### src/rtl/rc_pkg.sv
// Shared definitions for the rc request/acknowledge handshake.
// Used by both the initiator and the responder side.
package rc_pkg;

    typedef enum logic [1:0] {
        RC_IDLE,
        RC_REQ,
        RC_GAP,
        RC_FAIL
    } rc_init_state_t;

    localparam logic RC_ASSERT   = 1'b0;
    localparam logic RC_DEASSERT = 1'b1;

    // Width able to hold attempt indices 1..max_retry+1, never below 2 bits.
    function automatic int rc_att_w(input int max_retry);
        int w;
        w = $clog2(max_retry + 2);
        return (w < 2) ? 2 : w;
    endfunction

endpackage

### src/rtl/rc_wait_counter.sv
// Saturating up-counter with clear, enable and terminal-count compare.
// clr together with en loads 1 so the first counted cycle reads as 1.
module rc_wait_counter #(
    parameter int W    = 8,
    parameter int TERM = 16
) (
    input  logic         clk_i,
    input  logic         rstn_i,
    input  logic         clr_i,
    input  logic         en_i,
    output logic [W-1:0] cnt_o,
    output logic         tc_o
);

    localparam logic [W-1:0] CNT_MAX = '1;
    localparam logic [W-1:0] TC_VAL  = W'(TERM);

    logic [W-1:0] cnt_q;
    logic [W-1:0] cnt_d;

    always_comb begin
        cnt_d = cnt_q;
        if (clr_i) begin
            cnt_d = en_i ? W'(1) : '0;
        end else if (en_i && (cnt_q != CNT_MAX)) begin
            cnt_d = cnt_q + 1'b1;
        end
    end

    always_ff @(posedge clk_i or negedge rstn_i) begin
        if (!rstn_i) begin
            cnt_q <= '0;
        end else begin
            cnt_q <= cnt_d;
        end
    end

    assign cnt_o = cnt_q;
    assign tc_o  = (cnt_q == TC_VAL);

endmodule

### src/rtl/rc_req_initiator.sv
// Initiator of the rc request/acknowledge handshake with per-attempt
// timeout, bounded retries and latency reporting.
module rc_req_initiator
    import rc_pkg::*;
#(
    parameter  int TIMEOUT   = 16,
    parameter  int MAX_RETRY = 2,
    parameter  int GAP       = 1,
    parameter  int CNT_W     = 8,
    localparam int ATT_W     = rc_att_w(MAX_RETRY)
) (
    input  logic             clk,
    input  logic             rstn,
    input  logic             cmd_valid,
    output logic             cmd_ready,
    output logic             rc_reqn,
    input  logic             rc_ackn,
    output logic             busy,
    output logic             done,
    output logic             err,
    output logic [CNT_W-1:0] resp_cycles,
    output logic [ATT_W-1:0] attempts
);

    rc_init_state_t state_q, state_d;
    rc_init_state_t next_q, next_d;

    logic [ATT_W-1:0] retry_q, retry_d;
    logic [ATT_W-1:0] att_q, att_d;
    logic [CNT_W-1:0] resp_q, resp_d;
    logic             done_q, done_d;
    logic             err_q, err_d;
    logic             reqn_q, busy_q, ready_q;

    logic             wait_clr, wait_en, wait_tc;
    logic             gap_clr, gap_en, gap_tc;
    logic [CNT_W-1:0] wait_cnt;
    logic [CNT_W-1:0] gap_cnt;

    rc_wait_counter #(
        .W    (CNT_W),
        .TERM (TIMEOUT)
    ) u_wait_cnt (
        .clk_i  (clk),
        .rstn_i (rstn),
        .clr_i  (wait_clr),
        .en_i   (wait_en),
        .cnt_o  (wait_cnt),
        .tc_o   (wait_tc)
    );

    rc_wait_counter #(
        .W    (CNT_W),
        .TERM (GAP)
    ) u_gap_cnt (
        .clk_i  (clk),
        .rstn_i (rstn),
        .clr_i  (gap_clr),
        .en_i   (gap_en),
        .cnt_o  (gap_cnt),
        .tc_o   (gap_tc)
    );

    always_comb begin
        state_d  = state_q;
        next_d   = next_q;
        retry_d  = retry_q;
        att_d    = att_q;
        resp_d   = resp_q;
        done_d   = 1'b0;
        err_d    = 1'b0;
        wait_clr = 1'b0;
        wait_en  = 1'b0;
        gap_clr  = 1'b0;
        gap_en   = 1'b0;
        unique case (state_q)
            RC_IDLE: begin
                if (cmd_valid) begin
                    state_d  = RC_REQ;
                    retry_d  = '0;
                    wait_clr = 1'b1;
                    wait_en  = 1'b1;
                end
            end
            RC_REQ: begin
                // Ack beats a simultaneous timeout.
                if (rc_ackn == RC_ASSERT) begin
                    resp_d  = wait_cnt;
                    att_d   = retry_q + 1'b1;
                    done_d  = 1'b1;
                    state_d = RC_GAP;
                    next_d  = RC_IDLE;
                    gap_clr = 1'b1;
                    gap_en  = 1'b1;
                end else if (wait_tc) begin
                    state_d = RC_GAP;
                    gap_clr = 1'b1;
                    gap_en  = 1'b1;
                    if (retry_q < ATT_W'(MAX_RETRY)) begin
                        retry_d = retry_q + 1'b1;
                        next_d  = RC_REQ;
                    end else begin
                        next_d  = RC_FAIL;
                    end
                end else begin
                    wait_en = 1'b1;
                end
            end
            RC_GAP: begin
                if (gap_tc) begin
                    state_d = next_q;
                    if (next_q == RC_REQ) begin
                        wait_clr = 1'b1;
                        wait_en  = 1'b1;
                    end
                    if (next_q == RC_FAIL) begin
                        err_d = 1'b1;
                        att_d = ATT_W'(MAX_RETRY + 1);
                    end
                end else begin
                    gap_en = 1'b1;
                end
            end
            RC_FAIL: begin
                state_d = RC_IDLE;
            end
            default: begin
                state_d = RC_IDLE;
            end
        endcase
    end

    always_ff @(posedge clk or negedge rstn) begin
        if (!rstn) begin
            state_q <= RC_IDLE;
            next_q  <= RC_IDLE;
            retry_q <= '0;
            att_q   <= '0;
            resp_q  <= '0;
            done_q  <= 1'b0;
            err_q   <= 1'b0;
            reqn_q  <= RC_DEASSERT;
            busy_q  <= 1'b0;
            ready_q <= 1'b1;
        end else begin
            state_q <= state_d;
            next_q  <= next_d;
            retry_q <= retry_d;
            att_q   <= att_d;
            resp_q  <= resp_d;
            done_q  <= done_d;
            err_q   <= err_d;
            reqn_q  <= (state_d == RC_REQ) ? RC_ASSERT : RC_DEASSERT;
            busy_q  <= (state_d != RC_IDLE);
            ready_q <= (state_d == RC_IDLE);
        end
    end

    assign cmd_ready   = ready_q;
    assign rc_reqn     = reqn_q;
    assign busy        = busy_q;
    assign done        = done_q;
    assign err         = err_q;
    assign resp_cycles = resp_q;
    assign attempts    = att_q;

endmodule
### config.mk
export PLATFORM = sky130hd
export DESIGN_NAME = rc_req_initiator
export DESIGN_NICKNAME = d
export VERILOG_FILES = /design/src/rtl/rc_pkg.sv /design/src/rtl/rc_wait_counter.sv /design/src/rtl/rc_req_initiator.sv
export SDC_FILE = /design/constraint.sdc
export NUM_CORES = 1
export LEC_CHECK = 0
export ABC_AREA = 1
export BUFFER_PORTS_ARGS = -buffer_cell sky130_fd_sc_hd__buf_2
export CAP_MARGIN = 15
export CORE_UTILIZATION = 60
export DETAILED_ROUTE_END_ITERATION = 10
export HOLD_SLACK_MARGIN = 0.03
export PLACE_DENSITY = 0.8
export RECOVER_POWER = 100
export SLEW_MARGIN = 30
export SYNTH_ARGS = -nofsm -noshare
export SYNTH_HDL_FRONTEND = slang
export SYNTH_SLANG_ARGS = --single-unit
### constraint.sdc
create_clock -name clk -period 4.45 [get_ports clk]
set_input_delay 0.445 -clock clk [delete_from_list [all_inputs] [get_ports clk]]
set_output_delay 0.445 -clock clk [all_outputs]
set_load 0.05 [all_outputs]
## Word-level counts from Yosys, hierarchy flattened

Index checks and enable logic that the tools add are counted.

- Input bits: 4
- Register bits after elaboration: 37
- Logic and storage cells: 89
- Output and inout bits: 15

- Equal/unequal tests: 18
- Bitwise logic cells: 1
- Magnitude comparators: 1
- Reductions and logical operators: 13
- $add $sub $neg: 3
- Mux-type cells: 41

Operators with widths:

| cell | number |
|---|---|
| $mux W8 | 4 |
| $mux W2 | 14 |
| $mux W1 | 17 |
| $add A8 B1 Y8 const B | 2 |
| $ne A8 B8 Y1 const B | 2 |
| $ne A2 B2 Y1 const B | 6 |
| $reduce_bool A2 Y1 | 5 |
| $eq A8 B1 Y1 const B | 1 |
| $eq A8 B5 Y1 const B | 1 |
| $pmux W2 S2 | 2 |
| $pmux W2 S4 | 1 |
| $eq A2 B1 Y1 const B | 3 |
| $eq A2 B2 Y1 const B | 3 |
| $reduce_and A5 Y1 | 1 |
| $logic_not A2 Y1 | 2 |
| $ne A2 B1 Y1 const B | 2 |
| $pmux W1 S2 | 2 |
| $reduce_and A2 Y1 | 2 |
| $reduce_and A4 Y1 | 1 |
| $pmux W1 S3 | 1 |
| $add A2 B1 Y2 const B | 1 |
| $logic_and A1 B1 Y1 | 2 |
| $lt A2 B2 Y1 const B | 1 |
| $not A1 Y1 | 1 |

## Depth between registers and ports, before layout

- Depth after elaboration: 7
- Gate-level depth with buffers: 11
- Mapped depth without buffers: 11

## By module

A second synthesis with hierarchy kept.

- Cell total of the unflattened synthesis: 292
- Area, all modules: 2129.5 um^2

By module, submodules not included:

| module | cells an instance | seq. area each (um^2) | times used | area each (um^2) |
|---|---|---|---|---|
| rc_req_initiator | 130 | 528.0 | 1 | 1053.5 |
| rc_wait_counter at u_gap_cnt | 81 | 200.2 | 1 | 539.3 |
| rc_wait_counter at u_wait_cnt | 81 | 200.2 | 1 | 536.8 |

## Least setup slack after synthesis

OpenSTA, ideal clock, no wires.

- Kind: register to register
- Start: reg state_q[0]
- End: reg u_wait_cnt.cnt_q[5] (netlist: u_wait_cnt.cnt_o[5])
- Library setup time: 0.118 ns
- Path slack: 2.904 ns
- Arrival time: 1.428 ns
- Buffers on the path: 2
- Clock period less this slack: 1.546 ns
- Stages on the path, launching flop included: 10
- Required time: 4.332 ns
- Cells stage by stage: dfrtp_1 > inv_1 > ha_1 > clkbuf_1 > nand3_1 > nand2_2 > a21oi_4 > buf_6 > nand2_1 > o21ai_2

- Word-level cells in the longest chain between the ends: 4
- Elaborated cells on any way between the ends: 8
- Those cells by class: eq/ne: 2; mux: 3; reduce/logical: 3

Ends and longest elaborated chain:

| element | line | source |
|---|---|---|
| start: declaration | rc_req_initiator.sv:25 | `rc_init_state_t state_q, state_d;` |
| start signal: assignment | rc_req_initiator.sv:146 | `state_q <= state_d;` |
| $eq A2 B2 Y1 (tied with other cells) | rc_req_initiator.sv:76 | `unique case (state_q)` |
| $pmux W1 S3 | rc_req_initiator.sv:76 |  |
| $logic_and A1 B1 Y1 | rc_wait_counter.sv:25 | `end else if (en_i && (cnt_q != CNT_MAX)) begin` |
| $reduce_bool A2 Y1 (no source line) | n/a |  |
| end signal: assignment | rc_wait_counter.sv:34 | `cnt_q <= cnt_d;` |
| end: declaration | rc_wait_counter.sv:18 | `logic [W-1:0] cnt_q;` |

Parallel ways exist; a longest one is shown, timed or not.
A chain may end at the register's enable or synchronous reset.

## Worst setup path after layout

- Start: reg u_wait_cnt.cnt_q[0] (netlist: u_wait_cnt.cnt_o[0])
- End: reg u_wait_cnt.cnt_q[7] (netlist: u_wait_cnt.cnt_o[7])

- Word-level cells in the longest chain between the ends: 6
- Elaborated cells on any way between the ends: 10
- Those cells by class: add/sub: 1; eq/ne: 2; mux: 5; reduce/logical: 2

Ends and longest elaborated chain:

| element | line | source |
|---|---|---|
| $eq A8 B5 Y1 | rc_wait_counter.sv:39 | `assign tc_o = (cnt_q == TC_VAL);` |
| $mux W1 | rc_req_initiator.sv:95 | `end else if (wait_tc) begin` |
| $mux W1 | rc_req_initiator.sv:87 | `if (rc_ackn == RC_ASSERT) begin` |
| $pmux W1 S3 | rc_req_initiator.sv:76 |  |
| $logic_and A1 B1 Y1 | rc_wait_counter.sv:25 |  |
| $reduce_bool A2 Y1 (no source line) | n/a |  |

Parallel ways exist; a longest one is shown, timed or not. The select of a mux whose other input is x is not followed.

==> impl_metrics.csv <==
group,metric,value,unit
finish,nets,317,
logic_synthesis,yosys-top-cells-area,"dfrtp_1, nand2_1, inv_1, nor2_1, ha_1",
route,via_count,1757,
clocking,cts-root-buf,"clkbuf_4",
logic_synthesis,synth.lib_cells_used.distinct,27,
finish,utilization,0.669,
clocking,postCtsResizedCells,0,
logic_synthesis,synthMuxAreaShare,0,
worst_setup_path,crit_chain,"inv_1, ha_1, nand2_1, nor2_1, nand2_2, nand2_1, clkinv_1, a21oi_1, inv_1, nand2_1, nand2_1",
clocking,clockBufferDepth,2,
worst_setup_path,critical-path-slowest-cell,"a21oi_1",
sta,final.min_clock_period,2480,ps
outcome,outcome,"finished with violations",
worst_setup_path,cp.buffers_inverters,3,
logic_synthesis,syn_nets,296,
floorplan,core_region_area,3340,um^2
clocking,clock_insertion_delay_worst_skew,330,ps
finish,layout-drive-gt1-share,0.0721,
sta,slew_headroom,-0.250,
logic_synthesis,netlist_instances,283,
logic_synthesis,fraction_of_the_mapped_netlist_area_in_simple_logic_gates,0.313,
logic_synthesis,synth.top_cells.by_count,"nand2_1, inv_1, dfrtp_1",
logic_synthesis,syn_avg_cell_area,7.42,um^2
floorplan,floorplan.die.width,61.2,um
global_routing,grt.total_usage,0.246,
logic_synthesis,synth_compound_gate_area_share,0.0929,
floorplan,placement_rows,21,
sta,timing.final.max_slew_violations,38,
route,wl_per_cell,11.6,um
pwr,irDropWorstVdd,0.280,mV
route,final_antenna_net_count,0,
logic_synthesis,synth_area_leader_cell,"dfrtp_1",
route,drt-total-wl,4060,um
floorplan,ios,19,
clocking,cts_inserted_buffers,5,
sta,grt_setup_unrepaired,"false",
worst_setup_path,cp-end-kind,"register",
finish,area_growth,6.25,%
finish,num_antenna_cells,0,
clocking,hold_buffers,0,
floorplan,die_height,61.2,um
global_routing,first_global_vias,1570,
logic_synthesis,sequential_cell_area_fraction_in_the_yosys_report,0.442,
clocking,cts_tree,"built",
global_routing,antenna_found_initial,0,
logic_synthesis,synthesis.area,2100,um^2
worst_setup_path,path_max_fanout,13,
sta,finalClockSkew,10.1,ps
place,buffer_ports.inserted,18,
sta,setup-tns-final,0,ps
job,max_cap_viol_count,1,
logic_synthesis,yosys.area.top_type_share,0.417,
logic_synthesis,synth_top_family_by_area,"simple AND/OR/NAND/NOR gates",
floorplan,design.die.area,3740,um^2
sta,timing_worst_slew_pin_value,1870,ps
logic_synthesis,synth_flop_cell,"dfrtp_1",
global_routing,grt_overflow_total,0,
sta,setup_viol_count_final,0,
logic_synthesis,yosys.cell_count.top_type,"nand2_1",
logic_synthesis,synth_enable_flop_cells,0,
global_routing,grt_start_max_net_pins,38,
route,detailedRoute.firstPassIterationCount,4,
worst_setup_path,worstPathArrival,2710,ps
worst_setup_path,highest_cell_delay_on_the_worst_timing_path,720,ps
worst_setup_path,timing.critical_path.max_delay_family,"compound AO/OA/AOI/OAI gates",
sta,final_hold_viol_count,0,
worst_setup_path,critPathKind,"reg2reg",
worst_setup_path,required_time_of_the_worst_setup_path,4680,ps
clocking,post-cts-setup-buffer-count,0,
place,post-dp-hpwl,3030,um
clocking,cts_sinks,37,
floorplan,initial_core_util,0.630,
pwr,total_leakage_power,1.13,nW
pwr,fin_total_pwr,1.29,mW
logic_synthesis,synth-async-reset-ratio,1.00,
route,final_routed_drc_violation_total,0,
logic_synthesis,synthXorXnorAreaFrac,0.0125,
clocking,path_clk_slew,110,ps
place,place_congestion,0.904,
sta,hold_slack,354,ps
worst_setup_path,worstSetupStartpointType,"register",
logic_synthesis,ys_ff_latch,37,
route,route.detailed.vias_per_inst,5.01,
logic_synthesis,yosys.area_share.adder,0.0536,
global_routing,grt_pass1_wl,6750,um
sta,crit_share_post_route,0.558,
route,dr.first_iter.drc_count,115,
sta,fmax,403,MHz
worst_setup_path,cpMostUsedCell,"nand2_1",
worst_hold_path,worstHoldPathType,"in2reg",
logic_synthesis,synth.yosys.warnings,0,
pwr,power.density,580,nW/um^2
clocking,ctsHtreeMaxLevel,2,
outcome,violations,"capacitance limit, slew limit",
placed cells by master, fill, tap and decap left out, drive strengths merged:
| cell | count |
|---|---|
| a21o | 1 |
| buf | 2 |
| nand3 | 17 |
| nor2 | 34 |
| dfstp | 2 |
| a21oi | 11 |
| nor3 | 8 |
| dfrtp | 35 |
| xor2 | 2 |
| nand2 | 91 |
| xnor2 | 1 |
| clkinv | 1 |
| o21ai | 22 |
| inv | 41 |
| ha | 9 |
| clkbuf | 24 |
| nand4 | 4 |
worst register-to-register path: stages (launching register included):
cell      delay [ps]
dfrtp_1          440
inv_1             90
ha_1             160
nand2_1           60
nor2_1           220
nand2_2          110
nand2_1          110
clkinv_1          80
a21oi_1          720
inv_1            210
nand2_1          120
nand2_1           50
power breakdown:
group | switching [mW] | internal, mW | total, mW
Clock | 0.105 | 0.0780 | 0.183
Combinational | 0.473 | 0.164 | 0.636
Sequential | 0.0552 | 0.419 | 0.474
layout make-up:
class	instances	area, um^2
repair buffers	18	70.1
flip-flops and latches	37	928
well taps	46	57.6
fillers	310	1100
inverters	42	158
multi-input cells	200	960
clock buffers	8	58.8
stage by stage:
stage | area, um^2 | setup WS [ps] | std cells
floorplan | 2100 | 2900 | 283
global placement | 2220 | 2590 | 343
detailed placement | 2220 | 2540 | 343
CTS | 2280 | 2510 | 351
global route | 2230 | 1720 | 351
finish | 2230 | 1970 | 351
sequential cells by signal, summed over array words and instances (netlist names):
signal / count
done: 1
state_q: 2
next_q: 2
rc_reqn: 1
busy: 1
attempts: 2
retry_q: 2
u_gap_cnt.cnt_o: 8
u_wait_cnt.cnt_o: 8
err: 1
resp_cycles: 8
cmd_ready: 1
logic make-up (layout without fill, tap and decap cells):
logic type      Yosys count  count (layout)
xor+xnor                  3               3
fa+ha+maj                 9               9
flops                    37              37
buf+inv                  46              68
compound gates           34              34
simple gates            154             154
final timing paths:
kind,from,end,slack [ps],depth (start not counted)
setup / recovery,u_wait_cnt.cnt_o[0],u_wait_cnt.cnt_o[7],1970,11
hold / removal,rc_ackn,done,350,2
setup reg to reg,u_wait_cnt.cnt_o[0],u_wait_cnt.cnt_o[7],1970,11
hold reg to reg,attempts[1],attempts[1],490,2
max in group asynchronous,rstn,state_q[0],2760,1
min in group asynchronous,rstn,u_gap_cnt.cnt_o[3],600,1
layer usage:
layer,GRT usage,wire [um],vias up
met1,0.317,1920,800
met2,0.404,1950,29
met3,0.0609,134,6
met5,0,0,-
li1,-,-,922
met4,0.0877,51,0
Power figures use the tool's default switching activity.
